### config.mk
export PLATFORM = sky130hd
export DESIGN_NAME = axi4_lite_sif
export DESIGN_NICKNAME = d
export VERILOG_FILES = /design/src/rtl/axi4_lite_sif.sv
export SDC_FILE = /design/constraint.sdc
export NUM_CORES = 1
export LEC_CHECK = 0
export CORE_UTILIZATION = 42
export DETAILED_ROUTE_END_ITERATION = 12
export PLACE_DENSITY = 0.86
export SETUP_SLACK_MARGIN = 0.05
export SYNTH_ARGS = -nofsm -noshare
export SYNTH_HDL_FRONTEND = slang
export SYNTH_SLANG_ARGS = --single-unit
### constraint.sdc
create_clock -name CLK -period 2.63 [get_ports CLK]
set_input_delay 0.789 -clock CLK [delete_from_list [all_inputs] [get_ports CLK]]
set_output_delay 0.789 -clock CLK [all_outputs]
set_load 0.02 [all_outputs]
### src/rtl/axi4_lite_sif.sv
// AXI4-Lite slave that bridges single-beat AXI transactions onto a simple
// register bus. The write and read channels are independent FSMs that can be
// busy at the same time. Every output is driven directly from a flop.
module axi4_lite_sif #(
  parameter logic [15:0] RD_TIMEOUT = 16'd255
) (
  input  logic        CLK,
  input  logic        RST_N,
  input  logic [31:0] S_AXI_AWADDR,
  input  logic        S_AXI_AWVALID,
  output logic        S_AXI_AWREADY,
  input  logic [31:0] S_AXI_WDATA,
  input  logic [3:0]  S_AXI_WSTRB,
  input  logic        S_AXI_WVALID,
  output logic        S_AXI_WREADY,
  output logic [1:0]  S_AXI_BRESP,
  output logic        S_AXI_BVALID,
  input  logic        S_AXI_BREADY,
  input  logic [31:0] S_AXI_ARADDR,
  input  logic        S_AXI_ARVALID,
  output logic        S_AXI_ARREADY,
  output logic [31:0] S_AXI_RDATA,
  output logic [1:0]  S_AXI_RRESP,
  output logic        S_AXI_RVALID,
  input  logic        S_AXI_RREADY,
  output logic        REG_WREN,
  output logic [15:0] REG_WADR,
  output logic [31:0] REG_WDAT,
  output logic        REG_RDEN,
  output logic [15:0] REG_RADR,
  input  logic [31:0] REG_RDAT,
  input  logic        REG_RVLD
);

  typedef enum logic [1:0] {W_IDLE, W_ISSUE, W_RESP}          w_state_t;
  typedef enum logic [1:0] {R_IDLE, R_ISSUE, R_WAIT, R_RESP}  r_state_t;

  localparam logic [1:0] RESP_OKAY   = 2'b00;
  localparam logic [1:0] RESP_SLVERR = 2'b10;

  // ---------------------------------------------------------------- write side
  w_state_t    w_state, w_state_nxt;
  logic        aw_got, aw_got_nxt;
  logic        w_got, w_got_nxt;
  logic [31:0] aw_addr, aw_addr_nxt;
  logic [31:0] w_data, w_data_nxt;
  logic [3:0]  w_strb, w_strb_nxt;
  logic        wr_ok, wr_ok_nxt;
  logic        awready_nxt, wready_nxt, bvalid_nxt, wren_nxt;
  logic [1:0]  bresp_nxt;
  logic [15:0] wadr_nxt;
  logic [31:0] wdat_nxt;

  // Write FSM: collect AW and W in any order, issue one strobe, then respond.
  always_comb begin
    // NOTE: every signal assigned here gets a default first, so no latch can be inferred.
    w_state_nxt = w_state;
    aw_got_nxt  = aw_got;
    w_got_nxt   = w_got;
    aw_addr_nxt = aw_addr;
    w_data_nxt  = w_data;
    w_strb_nxt  = w_strb;
    wr_ok_nxt   = wr_ok;
    awready_nxt = 1'b0;
    wready_nxt  = 1'b0;
    bvalid_nxt  = S_AXI_BVALID;
    bresp_nxt   = S_AXI_BRESP;
    wren_nxt    = 1'b0;
    wadr_nxt    = REG_WADR;
    wdat_nxt    = REG_WDAT;
    case (w_state)
      W_IDLE: begin
        if (S_AXI_AWVALID && S_AXI_AWREADY) begin
          aw_got_nxt  = 1'b1;
          aw_addr_nxt = S_AXI_AWADDR;
        end
        if (S_AXI_WVALID && S_AXI_WREADY) begin
          w_got_nxt  = 1'b1;
          w_data_nxt = S_AXI_WDATA;
          w_strb_nxt = S_AXI_WSTRB;
        end
        // Each READY stays up only until its own beat has been taken.
        awready_nxt = !aw_got_nxt;
        wready_nxt  = !w_got_nxt;
        if (aw_got_nxt && w_got_nxt) begin
          // Decide legality here so the strobe lines up with the W_ISSUE cycle.
          w_state_nxt = W_ISSUE;
          wr_ok_nxt   = (aw_addr_nxt[31:16] == 16'h0) && (w_strb_nxt == 4'hF);
          wren_nxt    = wr_ok_nxt;
          if (wr_ok_nxt) begin
            wadr_nxt = aw_addr_nxt[15:0];
            wdat_nxt = w_data_nxt;
          end
        end
      end
      W_ISSUE: begin
        w_state_nxt = W_RESP;
        bvalid_nxt  = 1'b1;
        bresp_nxt   = wr_ok ? RESP_OKAY : RESP_SLVERR;
      end
      W_RESP: begin
        if (S_AXI_BREADY) begin
          w_state_nxt = W_IDLE;
          bvalid_nxt  = 1'b0;
          aw_got_nxt  = 1'b0;
          w_got_nxt   = 1'b0;
          awready_nxt = 1'b1;
          wready_nxt  = 1'b1;
        end
      end
      default: w_state_nxt = W_IDLE;
    endcase
  end

  // Write state and registered write-side outputs.
  always_ff @(posedge CLK) begin
    // NOTE: sequential state is updated with non-blocking assignments only.
    if (!RST_N) begin
      w_state       <= W_IDLE;
      aw_got        <= 1'b0;
      w_got         <= 1'b0;
      aw_addr       <= '0;
      w_data        <= '0;
      w_strb        <= '0;
      wr_ok         <= 1'b0;
      S_AXI_AWREADY <= 1'b0;
      S_AXI_WREADY  <= 1'b0;
      S_AXI_BVALID  <= 1'b0;
      S_AXI_BRESP   <= RESP_OKAY;
      REG_WREN      <= 1'b0;
      REG_WADR      <= '0;
      REG_WDAT      <= '0;
    end else begin
      w_state       <= w_state_nxt;
      aw_got        <= aw_got_nxt;
      w_got         <= w_got_nxt;
      aw_addr       <= aw_addr_nxt;
      w_data        <= w_data_nxt;
      w_strb        <= w_strb_nxt;
      wr_ok         <= wr_ok_nxt;
      S_AXI_AWREADY <= awready_nxt;
      S_AXI_WREADY  <= wready_nxt;
      S_AXI_BVALID  <= bvalid_nxt;
      S_AXI_BRESP   <= bresp_nxt;
      REG_WREN      <= wren_nxt;
      REG_WADR      <= wadr_nxt;
      REG_WDAT      <= wdat_nxt;
    end
  end

  // ----------------------------------------------------------------- read side
  r_state_t    r_state, r_state_nxt;
  logic        ar_ok, ar_ok_nxt;
  logic [15:0] cnt, cnt_nxt, cnt_inc;
  logic        arready_nxt, rden_nxt, rvalid_nxt;
  logic [15:0] radr_nxt;
  logic [31:0] rdata_nxt;
  logic [1:0]  rresp_nxt;

  assign cnt_inc = cnt + 16'd1;

  // Read FSM: strobe the register bus, wait for data or time out, then respond.
  always_comb begin
    r_state_nxt = r_state;
    ar_ok_nxt   = ar_ok;
    cnt_nxt     = cnt;
    arready_nxt = 1'b0;
    rden_nxt    = 1'b0;
    radr_nxt    = REG_RADR;
    rvalid_nxt  = S_AXI_RVALID;
    rdata_nxt   = S_AXI_RDATA;
    rresp_nxt   = S_AXI_RRESP;
    case (r_state)
      R_IDLE: begin
        arready_nxt = 1'b1;
        if (S_AXI_ARVALID && S_AXI_ARREADY) begin
          r_state_nxt = R_ISSUE;
          arready_nxt = 1'b0;
          ar_ok_nxt   = (S_AXI_ARADDR[31:16] == 16'h0);
          rden_nxt    = ar_ok_nxt;
          if (ar_ok_nxt) begin
            radr_nxt = S_AXI_ARADDR[15:0];
          end
        end
      end
      R_ISSUE: begin
        if (ar_ok) begin
          r_state_nxt = R_WAIT;
          cnt_nxt     = '0;
        end else begin
          r_state_nxt = R_RESP;
          rvalid_nxt  = 1'b1;
          rdata_nxt   = '0;
          rresp_nxt   = RESP_SLVERR;
        end
      end
      R_WAIT: begin
        // Data arriving in the last allowed wait cycle still wins over the timeout.
        if (REG_RVLD) begin
          r_state_nxt = R_RESP;
          rvalid_nxt  = 1'b1;
          rdata_nxt   = REG_RDAT;
          rresp_nxt   = RESP_OKAY;
        end else if (cnt_inc == RD_TIMEOUT) begin
          r_state_nxt = R_RESP;
          rvalid_nxt  = 1'b1;
          rdata_nxt   = '0;
          rresp_nxt   = RESP_SLVERR;
        end else begin
          cnt_nxt = cnt_inc;
        end
      end
      R_RESP: begin
        if (S_AXI_RREADY) begin
          r_state_nxt = R_IDLE;
          rvalid_nxt  = 1'b0;
          arready_nxt = 1'b1;
        end
      end
      default: r_state_nxt = R_IDLE;
    endcase
  end

  // Read state and registered read-side outputs.
  always_ff @(posedge CLK) begin
    if (!RST_N) begin
      r_state       <= R_IDLE;
      ar_ok         <= 1'b0;
      cnt           <= '0;
      S_AXI_ARREADY <= 1'b0;
      S_AXI_RVALID  <= 1'b0;
      S_AXI_RDATA   <= '0;
      S_AXI_RRESP   <= RESP_OKAY;
      REG_RDEN      <= 1'b0;
      REG_RADR      <= '0;
    end else begin
      r_state       <= r_state_nxt;
      ar_ok         <= ar_ok_nxt;
      cnt           <= cnt_nxt;
      S_AXI_ARREADY <= arready_nxt;
      S_AXI_RVALID  <= rvalid_nxt;
      S_AXI_RDATA   <= rdata_nxt;
      S_AXI_RRESP   <= rresp_nxt;
      REG_RDEN      <= rden_nxt;
      REG_RADR      <= radr_nxt;
    end
  end

endmodule

==> results.yml, run 1 <==
outcome:
  status: "finished, violations left"
  violations: "negative setup slack"
floorplan:
  initial_core_util_pct: 42.7
  chipHeight_um: 140
  boundaryPins: 247
  core.rowCount: 50
  coreArea_um2: 18700
  die_w_um: 140
  dieArea_um2: 19600
clock_network:
  cts_tree: "done"
  clkTransAtPathRegs_ns: 0.08
  htreeDepth: 4
  clkLatencyLatePin_ns: 0.43
  root_buffer: "clkbuf_16"
  cts_buffers: 17
  cts_buffer_depth: 2
  clock_sinks: 197
pwr:
  p_sw_mw: 2.14
  powerDensity_nw_per_um2: 613
  pwr-share-clk_pct: 35.9
  sequentialPowerShare_pct: 44.7
  leakage_nw: 4.02
  pwr-share-comb_pct: 19.4
  peakVddDrop_uv: 425
  switching_share_pct: 29.6
  p_int_mw: 5.08
detailed_routing:
  viasPerCell: 5.45
  drt_pass1_iterations: 7
  antenna_left: 0
  wl_per_cell_um: 15.4
  drcViolationCount: 0
  wirelength_mm: 23.0
  vias: 8137
  drt_iter0_markers: 577
setup_path:
  slowest_stage: "or4_1"
  path_buf_inv: 2
  critPathCaptureType: "register"
  required_ns: 2.95
  path_delay_family: "compound AO/OA/AOI/OAI gates"
  r2r_slack_ns: -0.02
  max_stage_delay_ns: 0.49
  rr_worst_depth: 9
  timing.rr.start: "cnt[1]$_SDFFE_PN0P_"
  path_cells: "buf_4 -> and4_1 -> a21oi_1 -> or4_1 -> a2111o_1 -> o31ai_4 -> a21oi_2 -> buf_12 -> a22o_1"
  cp_max_fo: 32
  r2r-end: "S_AXI_RDATA[14]$_SDFFE_PN0P_"
  worstSetupStartpointType: "register"
  worstSetupPathType: "register to register"
  cp.arrival_ns: 2.97
final_layout:
  fin_area_um2: 11800
  syn_to_final_growth_pct: 47.2
  drive_gt1_share_pct: 10.7
  final_nets: 1391
  instances_no_fill: 1492
  utilization_pct: 62.9
  layout.cells.most_common_list: "292 x nand2_1, 244 x clkdlybuf4s50_1, 195 x dfxtp_1"
  num_antenna_cells: 0
  fillers: 1538
  final_common_cell: "nand2_1"
synthesis:
  netlist_instances: 986
  synth_flop_cell: "dfxtp_1"
  syn_area_um2: 8000
  synth_edf_count: 0
  yosysUniqueCellTypes: 53
  ys_warn_count: 0
  async_reset_ff_share_pct: 0
  synth_seq_area_share_pct: 49.3
  syn_avg_cell_area_um2: 8.11
  synth-seq-cells: 197
grt:
  gr-usage-met1_pct: 27.7
  grt_usage_pct: 23.0
  grt.met3_usage_pct: 5.95
  use_met2_pct: 39.1
  top_usage_layer: "met2"
  grt_pass1_vias: 7689
  grt_pass1_wl_mm: 36.8
  antenna_found_initial: 0
  grt_start_max_net_pins: 90
  grt_overflow: 0
timing:
  fin_worst_skew_ns: 0.0133
  setup_violations: 14
  finalMaxSlewViolations: 0
  setup_slack_ns: -0.0217
  fin_crit_ns: 2.65
  holdWs_ns: 0.456
  period_share_pct: 101
  rsz0062_at_grt: "true"
  fmax_mhz: 377
  hold_viol: 0
hold_path:
  worstHoldPathType: "register to register"
  worstHoldStart: "REG_RADR[5]$_SDFFE_PN0P_"
  worst_hold_path.endpoint: "REG_RADR[5]$_SDFFE_PN0P_"
  hold_depth: 2
placed_design:
  place_congestion: 0.918
  hpwl_mm: 16.0
  portBuffers: 244
  postPlaceCellArea_um2: 11000
  dp.cells: 1454
flow_run:
  max_cap_violations: 0
## synth_stat cells, types with 2 or more instances
cell type | instances | area share [%]
a31oi_1 | 3 | 0.23
and3_1 | 2 | 0.16
nor2b_1 | 3 | 0.23
nand2b_1 | 8 | 0.63
xor2_1 | 2 | 0.22
o41ai_1 | 4 | 0.44
a22o_1 | 32 | 3.5
o21ai_0 | 13 | 0.81
inv_1 | 10 | 0.47
nand2_1 | 292 | 14
or3_1 | 10 | 0.78
and4_1 | 3 | 0.33
mux2i_1 | 3 | 0.38
o21a_1 | 3 | 0.28
nand4_1 | 8 | 0.63
nand3_1 | 14 | 0.88
buf_2 | 4 | 0.25
or4_1 | 6 | 0.56
ha_1 | 6 | 0.94
and2_1 | 4 | 0.31
clkbuf_1 | 63 | 3.0
a21oi_1 | 108 | 6.8
buf_1 | 3 | 0.14
buf_4 | 3 | 0.28
dfxtp_1 | 197 | 49
nor2_1 | 70 | 3.3
nor3_1 | 10 | 0.63
a211oi_1 | 2 | 0.19
buf_6 | 3 | 0.42
nor4_1 | 17 | 1.3
o22ai_1 | 2 | 0.16
o32ai_1 | 2 | 0.22
o211ai_1 | 5 | 0.47
a311oi_1 | 50 | 5.5
or4b_1 | 2 | 0.25
o31ai_1 | 2 | 0.19
## logic make-up after synthesis
kind of cell	count (synthesis)	synth area share, %
AND/OR/NAND/NOR	457	24.7
AO/OA/AOI/OAI	233	19.8
flip-flops	197	49.3
buffers and inverters	86	4.52
adder cells (fa/ha/maj)	6	0.939
XOR/XNOR	3	0.329
multiplexers	3	0.376
other	1	0.0469
## flip-flops by register name, indices dropped and copies added, names as in the netlist, 2 cells and up
signal	count
REG_WADR	16
r_state	2
REG_WDAT	32
w_state	2
w_data	32
w_strb	4
S_AXI_RDATA	32
REG_RADR	16
cnt	16
aw_addr	32
## per-stage QoR
step                setup TNS, ns  power (mW)  setup WS, ns
global placement            -7.97        4.62        -0.146
floorplan                       0        4.01        0.0558
CTS                             0        7.23        0.0213
detailed placement         -11.63        4.65        -0.264
global route                -2.11        7.54       -0.0862
finish                    -0.0826        7.22       -0.0217
## worst max-delay path by stage
stage | cells after the start | from | slack (ns) | to
global placement | 8 | S_AXI_WVALID | -0.15 | REG_WDAT[30]$_SDFFE_PN0P_
finish | 9 | cnt[1]$_SDFFE_PN0P_ | -0.02 | S_AXI_RDATA[14]$_SDFFE_PN0P_
CTS | 10 | cnt[1]$_SDFFE_PN0P_ | 0.02 | S_AXI_RDATA[18]$_SDFFE_PN0P_
global route | 10 | cnt[0]$_SDFFE_PN0P_ | -0.09 | S_AXI_RDATA[14]$_SDFFE_PN0P_
detailed placement | 8 | S_AXI_WVALID | -0.26 | REG_WDAT[26]$_SDFFE_PN0P_
floorplan | 5 | S_AXI_ARADDR[29] | 0.06 | REG_RADR[10]$_SDFFE_PN0P_
## worst min-delay path, stage by stage, from the launching register on
cell	delay [ns]
dfxtp_1	0.31
nand2_1	0.05
a21oi_1	0.05
## power by group through the flow
stage | Sequential [mW] | Clock, mW | Combinational [mW]
2_1_floorplan | 3.35 | 0 | 0.662
3_3_place_gp | 3.29 | 0 | 1.32
3_5_place_dp | 3.30 | 0 | 1.36
4_1_cts | 3.23 | 2.64 | 1.37
5_1_grt | 3.25 | 2.77 | 1.52
6_report | 3.23 | 2.59 | 1.40
## layer usage
metal / part of all wire (%) / routed length (um) / up-vias
met4: 2.6 / 597 / 0
li1: - / - / 3952
met2: 48 / 11000 / 393
met3: 8.5 / 1960 / 49
met5: 0 / 0 / -
met1: 41 / 9420 / 3743
## timing repair
item	4_1_cts	5_1_grt
endpoints found under the setup margin	37	54
resized for setup	3	15
pin swaps	0	6
gates cloned	0	0
setup buffers	2	4
hold buffers	0	0
## layout make-up
type,instances,area [um^2],area share [%]
clock buffers,18,439,3.73
clock inverters,14,154,1.31
inverters,10,40.0,0.340
multi-input cells,704,3810,32.4
flip-flops and latches,197,3950,33.6
well taps,234,293,2.49
repair buffers,315,3080,26.2
No activity file was read; power rests on OpenSTA's default activity.
==> run 2: changes to the inputs <==
- ABC_CLOCK_PERIOD_IN_PS: unset -> 2630
- CTS_CLUSTER_DIAMETER: unset -> 120
==> results of run 2 <==
Final layout, timing and power as in run 1 (identical DEF).
